File: config.mk
export PLATFORM = sky130hd
export DESIGN_NAME = output_bram_axis_tx
export DESIGN_NICKNAME = d
export VERILOG_FILES = /design/src/rtl/output_bram_axis_tx_pkg.sv /design/src/rtl/axis_tx_fifo.sv /design/src/rtl/output_bram_axis_tx.sv
export SDC_FILE = /design/constraint.sdc
export NUM_CORES = 1
export LEC_CHECK = 0
export CORE_MARGIN = 5
export CORE_UTILIZATION = 50
export DETAILED_ROUTE_END_ITERATION = 8
export GPL_ROUTABILITY_DRIVEN = 0
export PLACE_DENSITY = 0.73
export SLEW_MARGIN = 20
export SYNTH_ARGS = -nofsm -noshare
export SYNTH_HDL_FRONTEND = slang
export SYNTH_SLANG_ARGS = --single-unit
File: constraint.sdc
create_clock -name clk -period 8.4 [get_ports clk]
set_input_delay 0.84 -clock clk [delete_from_list [all_inputs] [get_ports clk]]
set_output_delay 0.84 -clock clk [all_outputs]
set_load 0.01 [all_outputs]
File: src/rtl/output_bram_axis_tx_pkg.sv
// Shared definitions for the result-BRAM AXI4-Stream transmitter.
// Holds the FSM encoding, the BRAM read latency and a ceil-log2 helper.
// Used by the top level and its output FIFO.
package output_bram_axis_tx_pkg;

  typedef enum logic [1:0] {
    TX_IDLE  = 2'd0,
    TX_READ  = 2'd1,
    TX_DRAIN = 2'd2,
    TX_DONE  = 2'd3
  } tx_state_t;

  // Cycles from read issue to data appearing on the BRAM output port
  localparam int BRAM_READ_LATENCY = 2;

  // Ceiling log2; clogb2(1) = 0
  function automatic int clogb2(input int value);
    int r;
    r = 0;
    while ((1 << r) < value) r++;
    return r;
  endfunction

endpackage

File: src/rtl/axis_tx_fifo.sv
// Synchronous first-word-fall-through FIFO feeding the stream output.
// Latency: a push is visible on dout the cycle after the write edge.
// No internal backpressure: the caller guarantees it never pushes when full.
module axis_tx_fifo
  import output_bram_axis_tx_pkg::*;
#(
  parameter int WIDTH = 32,
  parameter int DEPTH = 4
) (
  input  logic                   clk,
  input  logic                   rst,
  input  logic                   push,
  input  logic                   pop,
  input  logic [WIDTH-1:0]       din,
  output logic [WIDTH-1:0]       dout,
  output logic                   empty,
  output logic [clogb2(DEPTH):0] count
);

  localparam int AW = clogb2(DEPTH);

  logic [WIDTH-1:0] mem [DEPTH];
  logic [AW-1:0]    wr_ptr;
  logic [AW-1:0]    rd_ptr;
  logic             do_pop;

  assign empty  = (count == '0);
  assign do_pop = pop & ~empty;
  // Head word is forced to zero when empty so the stream data is clean at idle
  assign dout   = empty ? '0 : mem[rd_ptr];

  // Pointer and occupancy bookkeeping; simultaneous push and pop keep count
  always_ff @(posedge clk) begin
    if (rst) begin
      wr_ptr <= '0;
      rd_ptr <= '0;
      count  <= '0;
    end else begin
      if (push)   wr_ptr <= wr_ptr + AW'(1);
      if (do_pop) rd_ptr <= rd_ptr + AW'(1);
      case ({push, do_pop})
        2'b10:   count <= count + 1'b1;
        2'b01:   count <= count - 1'b1;
        default: count <= count;
      endcase
    end
  end

  // Storage array, written without reset
  always_ff @(posedge clk) begin
    if (push) mem[wr_ptr] <= din;
  end

endmodule

File: src/rtl/output_bram_axis_tx.sv
// Streams a contiguous run of result-BRAM words out as an AXI4-Stream master.
// Latency: start sampled in cycle 0, first beat valid in cycle 4, then 1 beat/cycle.
// Backpressure: reads are issued only while FIFO occupancy plus in-flight reads has room.
module output_bram_axis_tx
  import output_bram_axis_tx_pkg::*;
#(
  parameter int BRAM_DATA_WIDTH    = 32,
  parameter int BRAM_ADDRESS_WIDTH = 9,
  parameter int FIFO_DEPTH         = 4
) (
  input  logic                          clk,
  input  logic                          rst,
  input  logic                          transfer_start,
  input  logic [BRAM_ADDRESS_WIDTH-1:0] start_address,
  input  logic [11:0]                   word_count,
  input  logic                          abort,
  output logic [BRAM_ADDRESS_WIDTH-1:0] bram_address_B,
  output logic                          bram_B_en,
  output logic                          bram_B_wen,
  input  logic [BRAM_DATA_WIDTH-1:0]    data_from_bram_B,
  output logic [BRAM_DATA_WIDTH-1:0]    m_axis_tdata,
  output logic                          m_axis_tvalid,
  input  logic                          m_axis_tready,
  output logic                          m_axis_tlast,
  output logic                          busy,
  output logic                          transfer_done,
  output logic [1:0]                    tx_state_o
);

  localparam int CW = clogb2(FIFO_DEPTH) + 1;

  tx_state_t                     state;
  tx_state_t                     state_nxt;
  logic [11:0]                   count_q;
  logic [11:0]                   issued;
  logic [11:0]                   sent;
  logic [BRAM_ADDRESS_WIDTH-1:0] addr;
  logic [BRAM_READ_LATENCY-1:0]  rd_pipe;   // one valid bit per read still in the BRAM pipeline
  logic [CW-1:0]                 fifo_cnt;
  logic                          fifo_empty;
  logic                          pop;
  logic                          last_beat;
  int                            credit_used;

  assign bram_B_wen     = 1'b0;
  assign bram_address_B = addr;
  assign m_axis_tvalid  = ~fifo_empty;
  assign pop            = m_axis_tvalid & m_axis_tready;
  assign m_axis_tlast   = m_axis_tvalid & (sent == count_q - 12'd1);
  assign last_beat      = pop & m_axis_tlast;
  assign busy           = (state != TX_IDLE);
  assign transfer_done  = (state == TX_DONE);
  assign tx_state_o     = state;

  // Registered occupancy plus reads not yet landed; a same-cycle pop is not credited
  always_comb begin
    credit_used = int'(fifo_cnt) + $countones(rd_pipe);
  end

  // FSM state register
  always_ff @(posedge clk) begin
    if (rst) state <= TX_IDLE;
    else     state <= state_nxt;
  end

  // Next-state decode and read-issue gating; abort overrides everything
  always_comb begin
    state_nxt = state;
    bram_B_en = 1'b0;
    case (state)
      TX_IDLE: begin
        if (transfer_start) state_nxt = (word_count == 12'd0) ? TX_DONE : TX_READ;
      end
      TX_READ: begin
        bram_B_en = (issued < count_q) && (credit_used < FIFO_DEPTH);
        if (bram_B_en && (issued == count_q - 12'd1)) state_nxt = TX_DRAIN;
      end
      TX_DRAIN: begin
        if (last_beat) state_nxt = TX_DONE;
      end
      TX_DONE: state_nxt = TX_IDLE;
      default: state_nxt = TX_IDLE;
    endcase
    if (abort) state_nxt = TX_IDLE;
  end

  // Transfer counters, read address and the in-flight read tracker
  always_ff @(posedge clk) begin
    if (rst) begin
      count_q <= '0;
      issued  <= '0;
      sent    <= '0;
      addr    <= '0;
      rd_pipe <= '0;
    end else if (abort) begin
      // Killing the pipeline bits drops any read data still on its way back
      rd_pipe <= '0;
    end else begin
      rd_pipe <= {rd_pipe[BRAM_READ_LATENCY-2:0], bram_B_en};
      if (state == TX_IDLE && transfer_start) begin
        count_q <= word_count;
        addr    <= start_address;
        issued  <= '0;
        sent    <= '0;
      end else begin
        if (bram_B_en) begin
          addr   <= addr + BRAM_ADDRESS_WIDTH'(1);
          issued <= issued + 12'd1;
        end
        if (pop) sent <= sent + 12'd1;
      end
    end
  end

  axis_tx_fifo #(
    .WIDTH (BRAM_DATA_WIDTH),
    .DEPTH (FIFO_DEPTH)
  ) u_fifo (
    .clk   (clk),
    .rst   (rst | abort),
    .push  (rd_pipe[BRAM_READ_LATENCY-1]),
    .pop   (pop),
    .din   (data_from_bram_B),
    .dout  (m_axis_tdata),
    .empty (fifo_empty),
    .count (fifo_cnt)
  );

endmodule

### After elaboration in Yosys (flattened, before gate mapping)

Memories as Yosys holds them, arrays and structs flattened. A register that Yosys moved wholly into a read port is not among the register bits.
Index checks and enable logic that the tools add are counted.

| word-level totals | value |
|---|---|
| bits in registers | 56 |
| memory bits (writable) | 128 |
| input bits | 58 |
| output and inout port bits | 49 |
| logic and storage cells | 72 |
| memories | 1 |

Memory list:

| name | words | width | read ports | clocked after Yosys merged registers in | wr ports | line | text |
|---|---|---|---|---|---|---|---|
| u_fifo.mem | 4 | 32 | 1 | 1 | 1 | axis_tx_fifo.sv:22 | `logic [WIDTH-1:0] mem [DEPTH];` |

| cells by class | value |
|---|---|
| add/subtract/negate cells | 10 |
| order comparisons | 2 |
| equal/unequal tests | 10 |
| mux-type cells | 18 |
| bitwise gates (word level) | 7 |
| reduce and logical (&&, ||, !) cells | 15 |

Operators by type and width:

| cell | number |
|---|---|
| 12-bit two-way mux | 4 |
| 32-bit two-way mux | 1 |
| 12-bit by 1-bit adder with 12-bit output (second input constant) | 2 |
| 12-bit == test | 2 |
| 9-bit two-way mux | 2 |
| 12-bit logical NOT | 1 |
| 12-bit less-than comparator | 1 |
| 2-bit two-way mux | 6 |
| 12-bit by 1-bit subtractor with 12-bit output (second input constant) | 1 |
| 9-bit by 1-bit adder with 9-bit output (second input constant) | 1 |
| 2-bit case mux with 4 select lines | 1 |
| 2-bit nonzero test | 4 |
| 2-bit == test (second input constant) | 3 |
| 2-bit != test (second input constant) | 3 |
| 3-bit case mux with 2 select lines | 1 |
| 2-bit AND reduction | 3 |
| 2-bit by 1-bit adder with 2-bit output (second input constant) | 2 |
| 3-bit by 2-bit adder with 4-bit output | 1 |
| 1-bit AND | 4 |
| 2-bit by 1-bit == test with 1-bit output (second input constant) | 2 |
| 4-bit by 3-bit less-than comparator with 1-bit output (second input constant) | 1 |
| 3-bit by 1-bit adder with 3-bit output (second input constant) | 1 |
| 1-bit logical AND | 3 |
| 3-bit logical NOT | 1 |
| 8 further kinds | 11 |

### Depth between registers and ports, before layout

| depth | value |
|---|---|
| word-level depth | 7 |
| mapped depth | 12 |
| depth with buffers taken out | 9 |

### Cells and area by module

A second synthesis with hierarchy kept.

| unflattened totals | value |
|---|---|
| cell total of the unflattened synthesis | 696 |
| area total of the unflattened synthesis | 8,685.8 sq um |

By module, submodules not included:

| module | times used | cells each | area each (sq um) |
|---|---|---|---|
| axis_tx_fifo | 1 | 251 | 5,283.8 |
| output_bram_axis_tx | 1 | 445 | 3,402.0 |

### Worst setup path after synthesis

No wires, ideal clock.

| path | value |
|---|---|
| path type | flip-flop to output port |
| start point | register count_q[8] |
| end point | output bram_B_en |
| data arrival time | 2.063 ns |
| slack | 5.497 ns |
| cell stages (with the launch flop) | 7 |
| buffers on the path | 1 |
| path through | dfxtp_1 > clkbuf_1 > inv_1 > ha_1 > and4_1 > a2111oi_0 > and4_1 |

| on the way | value |
|---|---|
| longest elaborated chain between the ends | 3 |

RTL lines:

| what | line | text |
|---|---|---|
| from (decl) | output_bram_axis_tx.sv:34 | `logic [11:0] count_q;` |
| from (signal assigned) | output_bram_axis_tx.sv:101 | `count_q <= word_count;` |
| 12-bit less-than comparator | output_bram_axis_tx.sv:75 | `bram_B_en = (issued < count_q) && (credit_used < FIFO_DEPTH);` |
| 1-bit logical AND | output_bram_axis_tx.sv:75 |  |
| 1-bit two-way mux | output_bram_axis_tx.sv:70 | `case (state)` |
| to (decl) | output_bram_axis_tx.sv:18 | `output logic bram_B_en,` |

Every way passes these cells.

### Worst setup path after layout

| path | value |
|---|---|
| start point | register count_q[5] |
| end point | output bram_B_en |

The elaborated chain is that of the path after synthesis.

==> flow_summary.ini <==
[run_status]
status = complete, no violations

[floorplanning]
rows = 48
dieHeight_um = 141
ios = 107
die_area_um2 = 20000
start_util_pct = 50.3
core_area_um2 = 17100
die_x_um = 141

[cts]
numCtsBuffers = 17
cts_setup_buffers = 0
clkLatencyLatePin_ns = 0.43
cts_root_buf = clkbuf_16
h-tree-depth = 4
cts_tree = yes
cts.sinks = 186
clk_pin_slew_ns = 0.08
hold_buffers = 0
cts_resized = 0
cts_buffer_depth = 2

[sta]
setup_tns_ns = 0
report.final.slew_viol_count = 0
fin_ws_ns = 4.10
hold_violations = 0
max_freq_mhz = 233
worst_pin_slew_ns = 0.945
fin_worst_skew_ns = 0.00898
min_period_ns = 4.30
max_slew_margin_pct = 36.2
setup_viol = 0
fin_crit_sh_pct = 51.2
rsz0062_at_grt = no
holdWs_ns = 0.484

[cells_and_area]
drive_gt1_share_pct = 11.0
n_fill_cell = 1291
final_common_cell = edfxtp_1
syn_to_final_growth_pct = 21.4
final_cell_mix = 128 x edfxtp_1, 105 x clkdlybuf4s50_1, 57 x dfxtp_1, 52 x nand2_1, 45 x nor2_1
n_antenna_cell = 0
fin_nets = 865

[synthesis]
synth_cells = 686
synthArstFlopShare_pct = 0
ys_ff_latch = 186
synth_edf_count = 128
ys_types = 62
synthFlopType = edfxtp_1
post_synth.cell_area_avg_um2 = 12.6
syn-cell-area_um2 = 8610
ys_warn_count = 0
ys_seq_area_share_pct = 58.1
syn_nets = 772

[detailed_routing]
routed_wl_um = 19300
wl_met1_um = 7910
dr.pass1.iters = 7
top_layer_used = met5
routedWlPerCell_um = 19.0
drt_iter0_drc = 436
dr_total_vias = 5875
wl_met2_um = 9410
drcViolationCount = 0
dr_wl_met3_um = 1520
vias_per_cell = 5.78
ant_nets = 0

[global_routing]
antenna_found_initial = 1
grt_overflow = 0
grt_max_degree = 36
grt_pass1_vias = 6070
grt_first_pass_wirelength_um = 31100
globalRouteTotalUtil_pct = 19.8

[critical_path]
cp_slowest_cell = a2111oi_0
r2r_cells = 9
critPathKind = flop to primary output
timing.rr.start = count_q[5]$_SDFFE_PP0P_
critPathArrivalTime_ns = 3.46
slowest_delay_ns = 0.82
path_buf_inv = 2
crit_path_cell_trace = inv_1, ha_1, a21oi_1, o21ai_0, a2111oi_0, and4_1, clkdlybuf4s50_1
cp-start-kind = flop
rr_endpoint = bram_address_B[0]$_SDFFE_PP0P_
cp_data_required_time_ns = 7.56
cp_top_family = compound AO/OA/AOI/OAI gates
path_max_fanout = 10
end_kind = primary output
r2r_slack_ns = 4.51

[power]
vdd_drop_max_mv = 0.142
cellLeakagePower_nw = 3.44
p_per_area_nw_per_um2 = 186

[worst_hold_path]
hold_depth = 1
worst_hold_path.endpoint = rd_pipe[1]$_SDFF_PP0_
min_from = rd_pipe[0]$_SDFF_PP0_
hold_class = flop to flop

[placement]
numPortBuffers = 105
dp.final_hpwl_um = 13100
place_ws_ns = 4.72

[flow_run]
drv_cap = 0
## kinds of logic after synthesis
group | after synthesis | synth area share, %
other cells | 1 | 0.0435
buf+inv | 69 | 3.18
simple gates | 227 | 14.1
mux | 34 | 8.60
compound gates | 93 | 6.77
flops | 186 | 58.1
xor+xnor | 48 | 5.04
fa+ha+maj | 28 | 4.15
## how the worst max path moves through the flow
stage                            startpoint  depth (start not counted)                   end  slack, ns
global route        count_q[5]$_SDFFE_PP0P_                          7             bram_B_en       3.91
CTS                 count_q[5]$_SDFFE_PP0P_                          7             bram_B_en       4.08
detailed placement           transfer_start                          5  sent[8]$_SDFFE_PP0P_       4.72
finish              count_q[5]$_SDFFE_PP0P_                          7             bram_B_en       4.10
global placement    count_q[5]$_SDFFE_PP0P_                          7             bram_B_en       4.83
floorplan           count_q[8]$_SDFFE_PP0P_                          6             bram_B_en       5.50
## synthesized netlist by cell type (7+ instances only)
| master | instances | area, um^2 |
|---|---|---|
| a21oi_1 | 37 | 185 |
| and2_1 | 40 | 250 |
| and3_1 | 7 | 43.8 |
| clkbuf_1 | 29 | 109 |
| dfxtp_1 | 58 | 1160 |
| edfxtp_1 | 128 | 3840 |
| ha_1 | 27 | 338 |
| inv_1 | 29 | 109 |
| mux4_2 | 32 | 721 |
| nand2_1 | 52 | 195 |
| nand3_1 | 11 | 55.1 |
| nand4_1 | 9 | 56.3 |
| nor2_1 | 45 | 169 |
| nor3_1 | 14 | 70.1 |
| o21ai_0 | 21 | 105 |
| or3_1 | 9 | 56.3 |
| xnor2_1 | 34 | 298 |
| xor2_1 | 13 | 114 |
## registers in the layout, indices dropped and copies added (netlist names), 3 cells and up, named ones only
register        cells
u_fifo.mem        128
count_q            12
issued             12
sent               12
bram_address_B      9
u_fifo.count        3
## cell type report
type	instances	area, um^2	area share, %
flip-flops and latches	186	5010	47.9
multi-input cells	431	3340	31.9
repair buffers	113	1110	10.6
clock buffers	17	425	4.07
well taps	225	282	2.69
clock inverters	15	185	1.77
inverters	30	113	1.08
## through the flow
| stage | util (%) | cells | area (um^2) | power, mW |
|---|---|---|---|---|
| finish | 61.1 | 1017 | 10500 | 1.94 |
| global route | 61.1 | 1017 | 10500 | 2.02 |
| CTS | 61.1 | 1017 | 10500 | 1.95 |
| detailed placement | 57.5 | 985 | 9850 | 1.16 |
| global placement | 57.5 | 985 | 9850 | 1.15 |
| floorplan | - | 686 | 8610 | 1.10 |
## worst reg2reg max path, delay by kind of cell (launching register included)
family          cells  cell delay, ns
compound gates      6            2.05
fa+ha+maj           1            0.34
buf+inv             1            0.12
simple gates        1            0.73
flops               1            0.56
## routing by layer
layer  global-route usage (%)  vias to the layer above
li1                         -                     2716
met1                     25.2                     2836
met2                     32.5                      278
met3                     6.03                       43
met4                     6.73                        2
met5                        0                        -
## where the power goes
part / internal (mW) / switching (mW) / total [mW] / leakage [nW]
clock: 0.408 / 0.395 / 0.803 / 0.294
sequential: 0.983 / 0.0108 / 0.993 / 1.62
combinational: 0.0693 / 0.0753 / 0.145 / 1.53
total: 1.46 / 0.482 / 1.94 / 3.44
No activity file was read; power rests on OpenSTA's default activity.
